### src/rtl/cga_hdmi_timing_ctrl_pkg.sv
// rtl/cga_hdmi_timing_ctrl_pkg.sv - timing FSM states and default CGA raster constants
package cga_hdmi_pkg;

  typedef enum logic [1:0] {
    SEARCH  = 2'd0,
    MEASURE = 2'd1,
    LOCKED  = 2'd2
  } timing_state_t;

  localparam logic [1:0] ST_SEARCH  = 2'(SEARCH);
  localparam logic [1:0] ST_MEASURE = 2'(MEASURE);
  localparam logic [1:0] ST_LOCKED  = 2'(LOCKED);

  localparam int CGA_H_TOTAL  = 912;
  localparam int CGA_V_TOTAL  = 262;
  localparam int CGA_H_ACTIVE = 640;
  localparam int CGA_V_ACTIVE = 200;

endpackage

### src/rtl/cga_hdmi_timing_ctrl_if.sv
// rtl/cga_hdmi_timing_ctrl_if.sv - raw CGA sync in, HDMI timing window and status out
interface cga_hdmi_timing_ctrl_if #(
  parameter int H_W = 10,
  parameter int V_W = 9
);
  logic           hsync;
  logic           vsync;
  logic           display_enable;
  logic           hs_out;
  logic           vs_out;
  logic           locked;
  logic [H_W-1:0] h_period;
  logic [V_W-1:0] v_lines;

  modport master (
    output hsync, vsync,
    input  display_enable, hs_out, vs_out, locked, h_period, v_lines
  );

  modport slave (
    input  hsync, vsync,
    output display_enable, hs_out, vs_out, locked, h_period, v_lines
  );
endinterface

### src/rtl/cga_hdmi_timing_ctrl_meter.sv
// rtl/cga_hdmi_timing_ctrl_meter.sv - sync rising-edge detect, saturating counter, period capture
module cga_sync_meter #(
  parameter int W = 10
) (
  input  logic         clk,
  input  logic         reset_n,
  input  logic         sync_i,
  input  logic         en_i,
  output logic         rise_o,
  output logic [W-1:0] cnt_o,
  output logic [W-1:0] next_period_o,
  output logic [W-1:0] period_o,
  output logic         sat_o
);
  localparam logic [W-1:0] CNT_MAX = '1;

  logic         sync_d1_q;
  logic [W-1:0] cnt_q, cnt_d;
  logic [W-1:0] period_q, period_d;

  assign rise_o        = sync_i & ~sync_d1_q;
  assign sat_o         = (cnt_q == CNT_MAX);
  // Capture saturates too, so a lost sync reads as max period rather than wrapping to 0.
  assign next_period_o = sat_o ? CNT_MAX : cnt_q + 1'b1;
  assign cnt_o         = cnt_q;
  assign period_o      = period_q;

  always_comb begin
    cnt_d    = cnt_q;
    period_d = period_q;
    if (rise_o) begin
      cnt_d    = '0;
      period_d = next_period_o;
    end else if (en_i && !sat_o) begin
      cnt_d = cnt_q + 1'b1;
    end
  end

  always_ff @(posedge clk) begin
    if (!reset_n) begin
      sync_d1_q <= 1'b0;
      cnt_q     <= '0;
      period_q  <= '0;
    end else begin
      sync_d1_q <= sync_i;
      cnt_q     <= cnt_d;
      period_q  <= period_d;
    end
  end
endmodule

### src/rtl/cga_hdmi_timing_ctrl.sv
// rtl/cga_hdmi_timing_ctrl.sv - CGA raster lock tracker and HDMI display_enable generator
module cga_hdmi_timing_ctrl
  import cga_hdmi_pkg::*;
#(
  parameter int H_W         = 10,
  parameter int V_W         = 9,
  parameter int H_START     = 80,
  parameter int H_ACTIVE    = 640,
  parameter int V_START     = 20,
  parameter int V_ACTIVE    = 200,
  parameter int H_TOL       = 2,
  parameter int LOCK_FRAMES = 2
) (
  input  logic                   clk,
  input  logic                   reset_n,
  cga_hdmi_timing_ctrl_if.slave  vid
);
  localparam logic [H_W:0] H_LO   = (H_W+1)'(H_START);
  localparam logic [H_W:0] H_HI   = (H_W+1)'(H_START + H_ACTIVE);
  localparam logic [V_W:0] V_LO   = (V_W+1)'(V_START);
  localparam logic [V_W:0] V_HI   = (V_W+1)'(V_START + V_ACTIVE);
  localparam logic [H_W:0] TOL    = (H_W+1)'(H_TOL);
  localparam logic [2:0]   LOCK_N = 3'(LOCK_FRAMES);

  logic           hs_rise, vs_rise, h_sat, v_sat;
  logic [H_W-1:0] h_cnt, h_new, h_period;
  logic [V_W-1:0] v_cnt, v_new, v_lines;

  cga_sync_meter #(.W(H_W)) u_h_meter (
    .clk           (clk),
    .reset_n       (reset_n),
    .sync_i        (vid.hsync),
    .en_i          (1'b1),
    .rise_o        (hs_rise),
    .cnt_o         (h_cnt),
    .next_period_o (h_new),
    .period_o      (h_period),
    .sat_o         (h_sat)
  );

  cga_sync_meter #(.W(V_W)) u_v_meter (
    .clk           (clk),
    .reset_n       (reset_n),
    .sync_i        (vid.vsync),
    .en_i          (hs_rise),
    .rise_o        (vs_rise),
    .cnt_o         (v_cnt),
    .next_period_o (v_new),
    .period_o      (v_lines),
    .sat_o         (v_sat)
  );

  logic [1:0]     state_q, state_d;
  logic [2:0]     stable_q, stable_d;
  logic [H_W-1:0] ref_h_q, ref_h_d;
  logic           ref_valid_q, ref_valid_d;
  logic           frame_ok_q, frame_ok_d;
  logic           vl_valid_q, vl_valid_d;
  logic           locked_q, de_q, hs_out_q, vs_out_q;

  logic [H_W:0]   delta;
  logic           per_bad, vl_change, h_win, v_win;

  assign delta = ({1'b0, h_new} >= {1'b0, ref_h_q}) ? ({1'b0, h_new} - {1'b0, ref_h_q})
                                                    : ({1'b0, ref_h_q} - {1'b0, h_new});
  assign per_bad   = hs_rise & ref_valid_q & (delta > TOL);
  // The first frame after entering MEASURE has no full predecessor to compare line counts to.
  assign vl_change = vl_valid_q & (v_new != v_lines);
  assign h_win     = ({1'b0, h_cnt} >= H_LO) && ({1'b0, h_cnt} < H_HI);
  assign v_win     = ({1'b0, v_cnt} >= V_LO) && ({1'b0, v_cnt} < V_HI);

  always_comb begin
    state_d     = state_q;
    stable_d    = stable_q;
    ref_h_d     = ref_h_q;
    ref_valid_d = ref_valid_q;
    frame_ok_d  = frame_ok_q;
    vl_valid_d  = vl_valid_q;
    case (state_q)
      ST_SEARCH: begin
        if (vs_rise) begin
          state_d     = ST_MEASURE;
          stable_d    = 3'd0;
          ref_valid_d = 1'b0;
          frame_ok_d  = 1'b1;
          vl_valid_d  = 1'b0;
        end
      end
      ST_MEASURE: begin
        if (hs_rise && !ref_valid_q) begin
          ref_h_d     = h_new;
          ref_valid_d = 1'b1;
        end
        if (per_bad) frame_ok_d = 1'b0;
        if (h_sat || v_sat) begin
          state_d  = ST_SEARCH;
          stable_d = 3'd0;
        end else if (vs_rise) begin
          frame_ok_d = 1'b1;
          vl_valid_d = 1'b1;
          if (frame_ok_q && !per_bad && !vl_change) begin
            stable_d = stable_q + 3'd1;
            if (stable_q + 3'd1 == LOCK_N) state_d = ST_LOCKED;
          end else begin
            stable_d    = 3'd0;
            ref_valid_d = 1'b0;
          end
        end
      end
      ST_LOCKED: begin
        if (per_bad || h_sat || v_sat || (vs_rise && vl_change)) begin
          state_d  = ST_SEARCH;
          stable_d = 3'd0;
        end
      end
      default: begin
        state_d  = ST_SEARCH;
        stable_d = 3'd0;
      end
    endcase
  end

  always_ff @(posedge clk) begin
    if (!reset_n) begin
      state_q     <= ST_SEARCH;
      stable_q    <= 3'd0;
      ref_h_q     <= '0;
      ref_valid_q <= 1'b0;
      frame_ok_q  <= 1'b0;
      vl_valid_q  <= 1'b0;
      locked_q    <= 1'b0;
      de_q        <= 1'b0;
      hs_out_q    <= 1'b0;
      vs_out_q    <= 1'b0;
    end else begin
      state_q     <= state_d;
      stable_q    <= stable_d;
      ref_h_q     <= ref_h_d;
      ref_valid_q <= ref_valid_d;
      frame_ok_q  <= frame_ok_d;
      vl_valid_q  <= vl_valid_d;
      locked_q    <= (state_d == ST_LOCKED);
      de_q        <= locked_q & h_win & v_win;
      hs_out_q    <= vid.hsync;
      vs_out_q    <= vid.vsync;
    end
  end

  assign vid.display_enable = de_q;
  assign vid.hs_out         = hs_out_q;
  assign vid.vs_out         = vs_out_q;
  assign vid.locked         = locked_q;
  assign vid.h_period       = h_period;
  assign vid.v_lines        = v_lines;
endmodule

### src/flat_wrapper.sv
// flat-port wrapper written by rule: the top's interface ports become plain ports
module cga_hdmi_timing_ctrl_flat import cga_hdmi_pkg::*;
#(
  parameter int H_W         = 10,
  parameter int V_W         = 9,
  parameter int H_START     = 80,
  parameter int H_ACTIVE    = 640,
  parameter int V_START     = 20,
  parameter int V_ACTIVE    = 200,
  parameter int H_TOL       = 2,
  parameter int LOCK_FRAMES = 2
)
  (clk, reset_n, vid_hsync, vid_vsync, vid_display_enable, vid_hs_out, vid_vs_out, vid_locked, vid_h_period, vid_v_lines);
  cga_hdmi_timing_ctrl_if #(.H_W(H_W), .V_W(V_W)) vid_i ();
  input  logic clk;
  input  logic reset_n;
  input wire logic [$bits(vid_i.hsync)-1:0] vid_hsync;
  input wire logic [$bits(vid_i.vsync)-1:0] vid_vsync;
  output wire logic [$bits(vid_i.display_enable)-1:0] vid_display_enable;
  output wire logic [$bits(vid_i.hs_out)-1:0] vid_hs_out;
  output wire logic [$bits(vid_i.vs_out)-1:0] vid_vs_out;
  output wire logic [$bits(vid_i.locked)-1:0] vid_locked;
  output wire logic [$bits(vid_i.h_period)-1:0] vid_h_period;
  output wire logic [$bits(vid_i.v_lines)-1:0] vid_v_lines;
  assign vid_i.hsync = vid_hsync;
  assign vid_i.vsync = vid_vsync;
  assign vid_display_enable = vid_i.display_enable;
  assign vid_hs_out = vid_i.hs_out;
  assign vid_vs_out = vid_i.vs_out;
  assign vid_locked = vid_i.locked;
  assign vid_h_period = vid_i.h_period;
  assign vid_v_lines = vid_i.v_lines;
  cga_hdmi_timing_ctrl #(.H_W(H_W), .V_W(V_W), .H_START(H_START), .H_ACTIVE(H_ACTIVE), .V_START(V_START), .V_ACTIVE(V_ACTIVE), .H_TOL(H_TOL), .LOCK_FRAMES(LOCK_FRAMES)) u_core (.clk(clk), .reset_n(reset_n), .vid(vid_i));
endmodule
### config.mk
export PLATFORM = sky130hd
export DESIGN_NAME = cga_hdmi_timing_ctrl_flat
export DESIGN_NICKNAME = d
export VERILOG_FILES = /design/src/rtl/cga_hdmi_timing_ctrl_pkg.sv /design/src/rtl/cga_hdmi_timing_ctrl_if.sv /design/src/rtl/cga_hdmi_timing_ctrl_meter.sv /design/src/rtl/cga_hdmi_timing_ctrl.sv /design/src/flat_wrapper.sv
export SDC_FILE = /design/constraint.sdc
export NUM_CORES = 1
export LEC_CHECK = 0
export CAP_MARGIN = 10
export CELL_PAD_IN_SITES_DETAIL_PLACEMENT = 0
export CELL_PAD_IN_SITES_GLOBAL_PLACEMENT = 1
export CORE_AREA = 2 2 96 98
export DETAILED_ROUTE_END_ITERATION = 16
export DIE_AREA = 0 0 98 100
export GPL_ROUTABILITY_DRIVEN = 0
export PLACE_DENSITY = 0.93
export SETUP_SLACK_MARGIN = 0.2
export SLEW_MARGIN = 20
export SYNTH_ARGS = -nofsm -noshare
export SYNTH_HDL_FRONTEND = slang
export SYNTH_SLANG_ARGS = --single-unit
### constraint.sdc
create_clock -name clk -period 6.33 [get_ports clk]
set_input_delay 1.899 -clock clk [delete_from_list [all_inputs] [get_ports clk]]
set_output_delay 1.899 -clock clk [all_outputs]
set_load 0.01 [all_outputs]
==> results.toml, run 1 <==
[grt]
grt_overflow_total = 0
grt_use_total_pct = 21.3
grt_pass1_wl_mm = 16.9
grt_pass1_vias = 3514
antenna_found_initial = 0
grt_start_max_net_pins = 24

[floorplan]
die_h_um = 100
dieArea_um2 = 9800
placementRows = 35
io_pins = 27
core-area_um2 = 8890
start_util_pct = 45.8
die_w_um = 98

[timing]
relSlewSlack_pct = 50.2
fin_ws_ns = 1.96
fin_hold_ws_ns = 0.501
min_period_ns = 4.37
fin_crit_sh_pct = 69.1
skew_ns = 0.0105
slew_violations = 0
rsz0062_at_grt = "false"
tns_ns = 0
hold_viol = 0
setup_viol = 0
worstMarginPinSlew_ns = 0.741
max_freq_ghz = 0.229

[placement]
dp_cells = 641
dp_hpwl_mm = 7.26
io_buffers = 26
pre_cts_ws_ns = 2.18

[yosys]
synth_warnings = 0
synth_seq_area_share_pct = 29.5
syn-cell-area_um2 = 4070
ys_types = 68
yosysTopAreaCell = "dfxtp_1"
netlist_top_cells_area = "dfxtp_1, ha_1, nand2_1"
ys_async_sr_fraction_pct = 0
synth_ff_type = "dfxtp_1"
yosys.area.top_type_share_pct = 29.5
avgSynthCellArea_um2 = 7.77
ys_ff_latch = 60
synth-edff-count = 0
synthTopCellsByCount = "nand2_1, dfxtp_1, inv_1, nor2_1, o21ai_0"
synthCells = 524
synth_nets = 556
yosys.cell_count.top_type = "nand2_1"

[setup_path]
worstSetupPathType = "reg2reg"
cp.required_ns = 6.60
cp.arrival_ns = 4.65
crit_fanout = 8
cp-end-kind = "register"
cp-start-kind = "register"

[cts]
cts_tree = "built"
cts_resized = 0
clk_latency_ns = 0.35
cts.clk_slew.worst_paths_ns = 0.07
cts_buffers = 9
postCtsHoldBufs = 0
clock_path_buffers = 2
clockRootBuffer = "clkbuf_8"
h-tree-depth = 3
clock_sinks = 60
cts_setup_buffers = 0

[cells_and_area]
final_layout_size_suffix_gt1_share_pct = 5.86
syn_to_final_growth_pct = 13.3
finish.utilization_pct = 51.9
fin_cells = 657
num-fill-cells = 839
fin_nets = 573
diodes = 0

[detailed_routing]
post-route-drc-count = 0
ant_nets = 0
avgRoutedWirePerCell_um = 15.3
routed_via_density = 5.82
vias = 3822
drt-initial-drc-count = 263
wl_mm = 10.1
first_pass_iters = 5

[status]
status = "finished, final reports clean"

[worst_hold_path]
hold_path_class = "reg2reg"

[power_and_ir_drop]
p_per_area_nw_per_um2 = 206
p_leak_uw = 0.00202
peakVddDrop_mv = 0.0911

[run]
drv_cap = 0
==> critical path, stage by stage, from the launching register on <==
cell	delay, ns
dfxtp_1	0.39
nand4_1	0.30
nor2_1	0.25
nand2_1	0.09
nor3_1	0.20
mux2i_1	0.45
inv_1	0.09
ha_1	0.43
inv_1	0.15
a221oi_1	0.35
nand3_1	0.13
a311oi_1	0.22
o2111ai_1	0.14
or4_1	0.58
nand4_2	0.21
nand4_1	0.16
o22ai_1	0.15
==> cell type report <==
class                   count  area (um^2)  share of cell area, %
clock inverters             7         75.1                   1.63
multi-input cells         399         2630                   57.0
inverters                  41          154                   3.33
well taps                 111          139                   3.01
clock buffers               9          124                   2.68
repair buffers             30          290                   6.29
flip-flops and latches     60         1200                   26.0
==> metal layers <==
metal / global-route usage (%) / routed length [um] / vias to the layer above
li1: - / - / 1887
met1: 27.4 / 4510 / 1774
met2: 33.9 / 4610 / 136
met3: 5.78 / 668 / 25
met4: 8.76 / 259 / 0
met5: 0 / 0 / -
==> final timing paths <==
kind         slack (ns)  cells after the start                            to                         start
min reg2reg        0.50                      1  u_core.u_h_meter.period_o[1]  u_core.u_h_meter.period_o[1]
min                0.50                      1  u_core.u_h_meter.period_o[1]  u_core.u_h_meter.period_o[1]
max                1.96                     16            u_core.stable_q[1]     u_core.u_h_meter.cnt_o[4]
max reg2reg        1.96                     16            u_core.stable_q[1]     u_core.u_h_meter.cnt_o[4]
==> stage by stage <==
step	instance area, um^2	power [uW]
finish	4620	950
global route	4620	995
global placement	4420	587
detailed placement	4420	588
floorplan	4070	540
CTS	4620	955
==> logic make-up after synthesis <==
family          synth area share, %
mux                            1.75
xor+xnor                       5.28
buf+inv                        6.05
fa+ha+maj                      9.21
flops                          29.5
compound gates                 23.1
simple gates                   25.1
==> power by group <==
group          switching, uW  total [uW]  internal [uW]  leakage [uW]
clock                    181         366            185      0.000104
sequential              10.7         400            389      0.000488
combinational            104         184           80.3       0.00143
total                    296         950            654       0.00202
==> cell usage in the layout (no fill, tap or decap), types with 3 or more instances in the layout <==
cell type / instances
and2_1: 10
nand3_1: 13
inv_1: 40
a211oi_1: 8
nand2b_1: 5
nand3b_1: 3
clkbuf_8: 9
a21oi_1: 26
o21a_1: 4
buf_4: 4
a21o_1: 6
xor2_1: 7
dfxtp_1: 60
nor2b_1: 8
o22ai_1: 3
o21ai_0: 35
ha_1: 26
o211ai_1: 6
nand2_1: 68
nor2_1: 40
o211a_1: 16
nor4_1: 4
a31oi_1: 3
nand4_1: 8
nor3_1: 18
xnor2_1: 15
and3_1: 7
clkdlybuf4s50_1: 26
o31ai_1: 4
mux2i_1: 6
==> state kept, by name (all words and copies together) (netlist names) <==
register	flops
u_core.ref_h_q	10
u_core.u_h_meter.cnt_o	10
u_core.u_h_meter.period_o	10
u_core.u_v_meter.cnt_o	9
u_core.u_v_meter.period_o	9
u_core.stable_q	3
u_core.state_q	2
u_core.frame_ok_q	1
u_core.ref_valid_q	1
u_core.vid.display_enable	1
u_core.vid.hs_out	1
u_core.vid.locked	1
u_core.vid.vs_out	1
u_core.vl_valid_q	1
Note: power is estimated with default switching activity, not from simulation.
==> inputs of run 2 (changes only) <==
--- a/config.mk
+++ b/config.mk
@@ -8,11 +8,11 @@
 export CAP_MARGIN = 10
 export CELL_PAD_IN_SITES_DETAIL_PLACEMENT = 0
 export CELL_PAD_IN_SITES_GLOBAL_PLACEMENT = 1
-export CORE_AREA = 2 2 96 98
+export CORE_AREA = 2 2 99 101
 export DETAILED_ROUTE_END_ITERATION = 16
-export DIE_AREA = 0 0 98 100
+export DIE_AREA = 0 0 101 103
 export GPL_ROUTABILITY_DRIVEN = 0
-export PLACE_DENSITY = 0.93
+export PLACE_DENSITY = 0.88
 export SETUP_SLACK_MARGIN = 0.2
 export SLEW_MARGIN = 20
 export SYNTH_ARGS = -nofsm -noshare
==> constraint.sdc (replaced) <==
create_clock -name clk -period 4.5 [get_ports clk]
set_input_delay 1.35 -clock clk [delete_from_list [all_inputs] [get_ports clk]]
set_output_delay 1.35 -clock clk [all_outputs]
set_load 0.01 [all_outputs]
==> run 2 against run 1 <==
  * Hold slack worse by 0.0047 ns
  * Power up 48%
  * Core utilization down 1.5 points
  * Critical path depth up 1
  * Largest cell class unchanged
  * Combinational power up 41%
  * Clock power up 60%
  * First-iteration DRC count up 9.1%
  * Global-route usage up 0.44 points
==> results.toml, run 2 (synthesis gave the netlist of run 1 again) <==
[status]
status = "finished, final reports clean"

[placement]
pre_cts_ws_ns = 0.251
dp_hpwl_mm = 7.90
dp_cells = 649
placedInstanceArea_um2 = 4460
io_buffers = 26

[setup_path]
r2r_cells = 17
cp.arrival_ns = 4.22
worstSetupPathType = "reg2reg"
crit_fanout = 8
cp.required_ns = 4.78
r2r_end = "u_core.stable_q[1]"
cp-end-kind = "register"
r2r_slack_ns = 0.56
cp-start-kind = "register"
reg2reg_from = "u_core.u_h_meter.cnt_o[3]"

[cts]
cts_tree = "built"
cts.clk_slew.worst_paths_ns = 0.08
postCtsHoldBufs = 0
clockRootBuffer = "clkbuf_8"
clock_sinks = 60
cts_buffers = 9
h-tree-depth = 3
clk_latency_ns = 0.35
clock_path_buffers = 2

[cells_and_area]
fin_nets = 583
final_layout_size_suffix_gt1_share_pct = 9.19
layout_common_cells = "nand2_1, dfxtp_1, inv_1"
design_area_um2 = 4770
diodes = 0
num-fill-cells = 917
fin_cells = 669
syn_to_final_growth_pct = 17.0
final_common_cell = "nand2_1"

[timing]
fin_crit_sh_pct = 87.6
tns_ns = 0
relSlewSlack_pct = 39.9
min_period_ns = 3.94
hold_viol = 0
max_freq_ghz = 0.254
worstMarginPinSlew_ns = 0.900
slew_violations = 0
fin_ws_ns = 0.557
rsz0062_at_grt = "false"
skew_ns = 0.0109
setup_viol = 0

[worst_hold_path]
hold_depth = 1
min_to = "u_core.u_h_meter.period_o[5]"
hold_path_class = "reg2reg"
min_from = "u_core.u_h_meter.period_o[5]"

[floorplan]
placementRows = 36
die_h_um = 103
start_util_pct = 43.1
die_w_um = 101
dieArea_um2 = 10400
io_pins = 27
core-area_um2 = 9460

[detailed_routing]
drt-initial-drc-count = 287
wl_mm = 10.9
vias = 3893
post-route-drc-count = 0
routed_via_density = 5.82
avgRoutedWirePerCell_um = 16.3
first_pass_iters = 5
ant_nets = 0

[grt]
grt_overflow_total = 0
grt_start_max_net_pins = 32
grt_use_total_pct = 21.7
grt_pass1_wl_mm = 18.0
antenna_found_initial = 0
grt_pass1_vias = 3789

[power_and_ir_drop]
p_per_area_nw_per_um2 = 296
peakVddDrop_mv = 0.166
p_leak_uw = 0.00207

[run]
drv_cap = 0
[run 2: changes by cell type in the layout (fill, tap and decap cells not counted), moves of 2 or more]
cell      change
nor2_2        +2
inv_6         -2
nor2_1        -2
clkinv_2      -2
ha_1          -4
ha_2          +4
clkbuf_8      +3
buf_4        +10
[run 2: worst max path at each step]
stage                              start            endpoint  slack, ns
2_1_floorplan  u_core.u_h_meter.cnt_o[3]   u_core.state_q[0]       0.77
5_1_grt        u_core.u_h_meter.cnt_o[2]   u_core.state_q[0]       0.17
6_report       u_core.u_h_meter.cnt_o[3]  u_core.stable_q[1]       0.56
3_5_place_dp   u_core.u_h_meter.cnt_o[3]  u_core.stable_q[0]       0.25
3_3_place_gp   u_core.u_h_meter.cnt_o[2]   u_core.state_q[0]       0.52
4_1_cts        u_core.u_h_meter.cnt_o[3]  u_core.stable_q[0]       0.25
[run 2: layer usage]
metal / GRT usage [%] / vias to the layer above / wire length, um
met5: 0 / - / 0
met4: 8.11 / 0 / 207
met3: 4.61 / 23 / 675
met2: 35.0 / 137 / 5140
met1: 28.7 / 1830 / 4910
li1: - / 1903 / -
[run 2: where the power goes]
part           internal, uW  switching [uW]
logic                   115             145
registers               548            15.7
clock network           356             232
[run 2: what timing repair did]
item | in CTS | in global routing
buffers inserted | 0 | 5
gates resized for setup | 0 | 10
setup endpoints to repair | 0 | 8
[run 2: critical path, stage by stage, from the launching register on]
cell and delay [ns]:
dfxtp_1 0.39, nand4_1 0.15, buf_4 0.18, nor2_2 0.11, nand2_1 0.08, nor3_2 0.18, mux2i_2 0.34, inv_1 0.08
ha_2 0.40, inv_1 0.11, a221oi_2 0.30, nand3_1 0.12, a311oi_1 0.22, o2111ai_1 0.15, or4_1 0.56, nand4_2 0.19
nand4_1 0.15, o22ai_1 0.14
[run 2: final cells by class]
class | count | area, um^2 | area share, %
Multi-Input combinational cell | 399 | 2670 | 56.0
Sequential cell | 60 | 1200 | 25.2
Timing Repair Buffer | 40 | 365 | 7.67
Clock buffer | 12 | 165 | 3.47
Inverter | 41 | 154 | 3.23
Tap cell | 114 | 143 | 2.99
Clock inverter | 3 | 68.8 | 1.44
[run 2: through the flow]
step	utilization, %	power (uW)	hold WS [ns]
after CTS	49.6	1410	0.501
after global routing	50.4	1470	0.523
after floorplan	-	760	0.466
after detailed placement	47.1	826	0.485
final	50.4	1410	0.496
after global placement	47.1	822	0.479
==> RTL change (settings of run 2) <==
Reset style: asynchronous (`reset_n`), changed in 2 clocked blocks.
--- a/src/rtl/cga_hdmi_timing_ctrl_meter.sv
+++ b/src/rtl/cga_hdmi_timing_ctrl_meter.sv
@@ -36,7 +36,7 @@
     end
   end
 
-  always_ff @(posedge clk) begin
+  always_ff @(posedge clk or negedge reset_n) begin
     if (!reset_n) begin
       sync_d1_q <= 1'b0;
       cnt_q     <= '0;
--- a/src/rtl/cga_hdmi_timing_ctrl.sv
+++ b/src/rtl/cga_hdmi_timing_ctrl.sv
@@ -120,7 +120,7 @@
     endcase
   end
 
-  always_ff @(posedge clk) begin
+  always_ff @(posedge clk or negedge reset_n) begin
     if (!reset_n) begin
       state_q     <= ST_SEARCH;
       stable_q    <= 3'd0;
Check against the original RTL: differs if reset_n is asserted again (counterexample within 4 cycles, from zero or initial values and one cycle with reset_n low); with reset_n held inactive, the same outputs for 10 cycles.
==> RTL change against run 2 <==
- worst hold slack got worse by 0.012 ns
- utilization rose by 4.7 points
- routed wire length grew 4.1%
- area after synthesis grew 3.5%
- final area grew 9.3%
- fmax decreased by 5.1%
- first-iteration DRC count decreased by 37%
- sequential cell count unchanged
- global-route usage down 0.36 points
- non-clock buffer count rose by 22
- worst setup slack worse by 0.21 ns
Power is not compared: it rests on default switching activity, and its combinational part moved more than twofold at a synthesized area within 25%.
==> RTL change: results (changes against run 2) <==
Power and ir drop
  – VDD IR-drop max: 0.0003219 V

Detailed routing
  – DR WL/cell: 16.72 µm (+2.3%)
  – Met3 wire length: 339 µm (-50%)
  – Final WL: 11380 µm (+4.1%)
  – M1 WL: 5190 µm (+5.7%)
  – Vias per cell: 5.722 (-1.7%)
  – DR iter-0 viols: 182 (-37%)
  – Drt pass-1 iters: 4 (-1)

Layout
  – Layout cells sized above 1: 0.1922 (+0.1003)
  – Final net count: 593 (+1.7%)
  – Layout fillers: 849 (-7.4%)

Synthesis
  – Syn nets: 544 (-2.2%)
  – Mux contribution to synthesized area: 0.004746 (-0.01276)
  – Synth Area in Adders: 0.08187 (-0.01026)
  – Compound-gate portion of the synthesized area: 0.2142 (-0.01678)
  – Asr flop ratio synth: 1.000 (+1.000)
  – Post-synth cell types: 64 (-5.9%)
  – Syn Inst Count: 513 (-2.1%)
  – Top cells by area, synth: dfrtp_1, ha_1, o21ai_0
  – XOR/XNOR Fraction of Synth Area: 0.05814 (+0.005317)

Timing
  – Clk_skew: 0.008946 ns (-0.001949 ns)
  – Worst slew pin tran: 0.7030 ns (-0.1972 ns)
  – Worst hold slack: 0.4837 ns (-0.01231 ns)

Clocking
  – Post-CTS Resized: 4 (+4)
  – Htree depth: 3 (unchanged)
  – Post-CTS Repair Setup Buffers: 1 (+1)

Hold path
  – HP Start: u_core.u_h_meter.period_o[8]
  – Hold Path Depth: 2 (+1)

Global route
  – Global-route met2 utilization: 0.3436 (-0.006667)
  – Vias in the first global route: 3519 (-7.1%)
  – Met1 GRT Util: 0.2886 (+0.001435)
  – Total GRT Usage: 0.2136 (-0.003610)
  – First-pass GRT wire length: 17440 µm (-3.1%)

Placed design
  – DPL Wire Length: 8106 µm (+2.7%)
  – DP Cell Count: 655 (+0.92%)

Worst setup path
  – Worst path arrival time: 4.43 ns (+0.21 ns)
  – Reg2reg start: u_core.u_h_meter.cnt_o[0]
  – Crit-path max FO: 6 (-2)
  – Reg2Reg Setup Slack: 0.35 ns (-0.21 ns)

Outcome
  – Status: finished, final reports clean
[RTL change: cell types whose count changed after synthesis, moves of 6 or more]
cell,before,now
dfrtp_1,0,60
dfxtp_1,60,0
o211a_1,16,0
o21ai_0,35,49
xor2_1,7,16
and2_1,10,2
inv_1,40,34
nand3_1,13,19
[RTL change: cell families after synthesis]
group,Yosys count
and+or+nand+nor,198
AOI/OAI and AO/OA,140
DFF,60
buffers and inverters,58
xor gates and xnor gates,28
adders and majority gates,27
muxes,2
[RTL change: cell type report]
class,count,share of cell area
Multi-Input combinational cell,395,0.5185
Sequential cell,60,0.2894
Timing Repair Buffer,62,0.1013
Clock buffer,12,0.02978
Tap cell,114,0.02738
Inverter,34,0.02450
Clock inverter,4,0.009126
[RTL change: worst register-to-register path: stages (launching register included)]
cell and delay [ns]:
dfrtp_2 0.42, ha_4 0.17, nand3_4 0.11, nor3_4 0.31
nor2_2 0.07, inv_2 0.07, ha_4 0.20, a21o_1 0.19
a311o_2 0.40, a211oi_2 0.28, o22ai_2 0.16, nor3_4 0.19
a221oi_2 0.09, or4_4 0.56, o21bai_4 0.19, nand3_4 0.10
or4_1 0.50, nand2_1 0.07
[RTL change: metrics by stage]
step,cell area [µm²],setup slack (ns),util
2_1_floorplan,4223,0.2929,-
3_3_place_gp,4718,0.1560,0.4988
3_5_place_dp,4718,0.05284,0.4988
4_1_cts,4945,0.2062,0.5228
5_1_grt,5210,0.1443,0.5508
6_report,5210,0.3461,0.5508
[RTL change: final timing paths]
check,to
setup reg to reg,u_core.stable_q[2]
hold / removal,u_core.u_h_meter.period_o[8]
max in group asynchronous,u_core.u_h_meter.cnt_o[0]
setup / recovery,u_core.stable_q[2]
hold reg to reg,u_core.u_h_meter.period_o[8]
min in group asynchronous,u_core.ref_h_q[1]
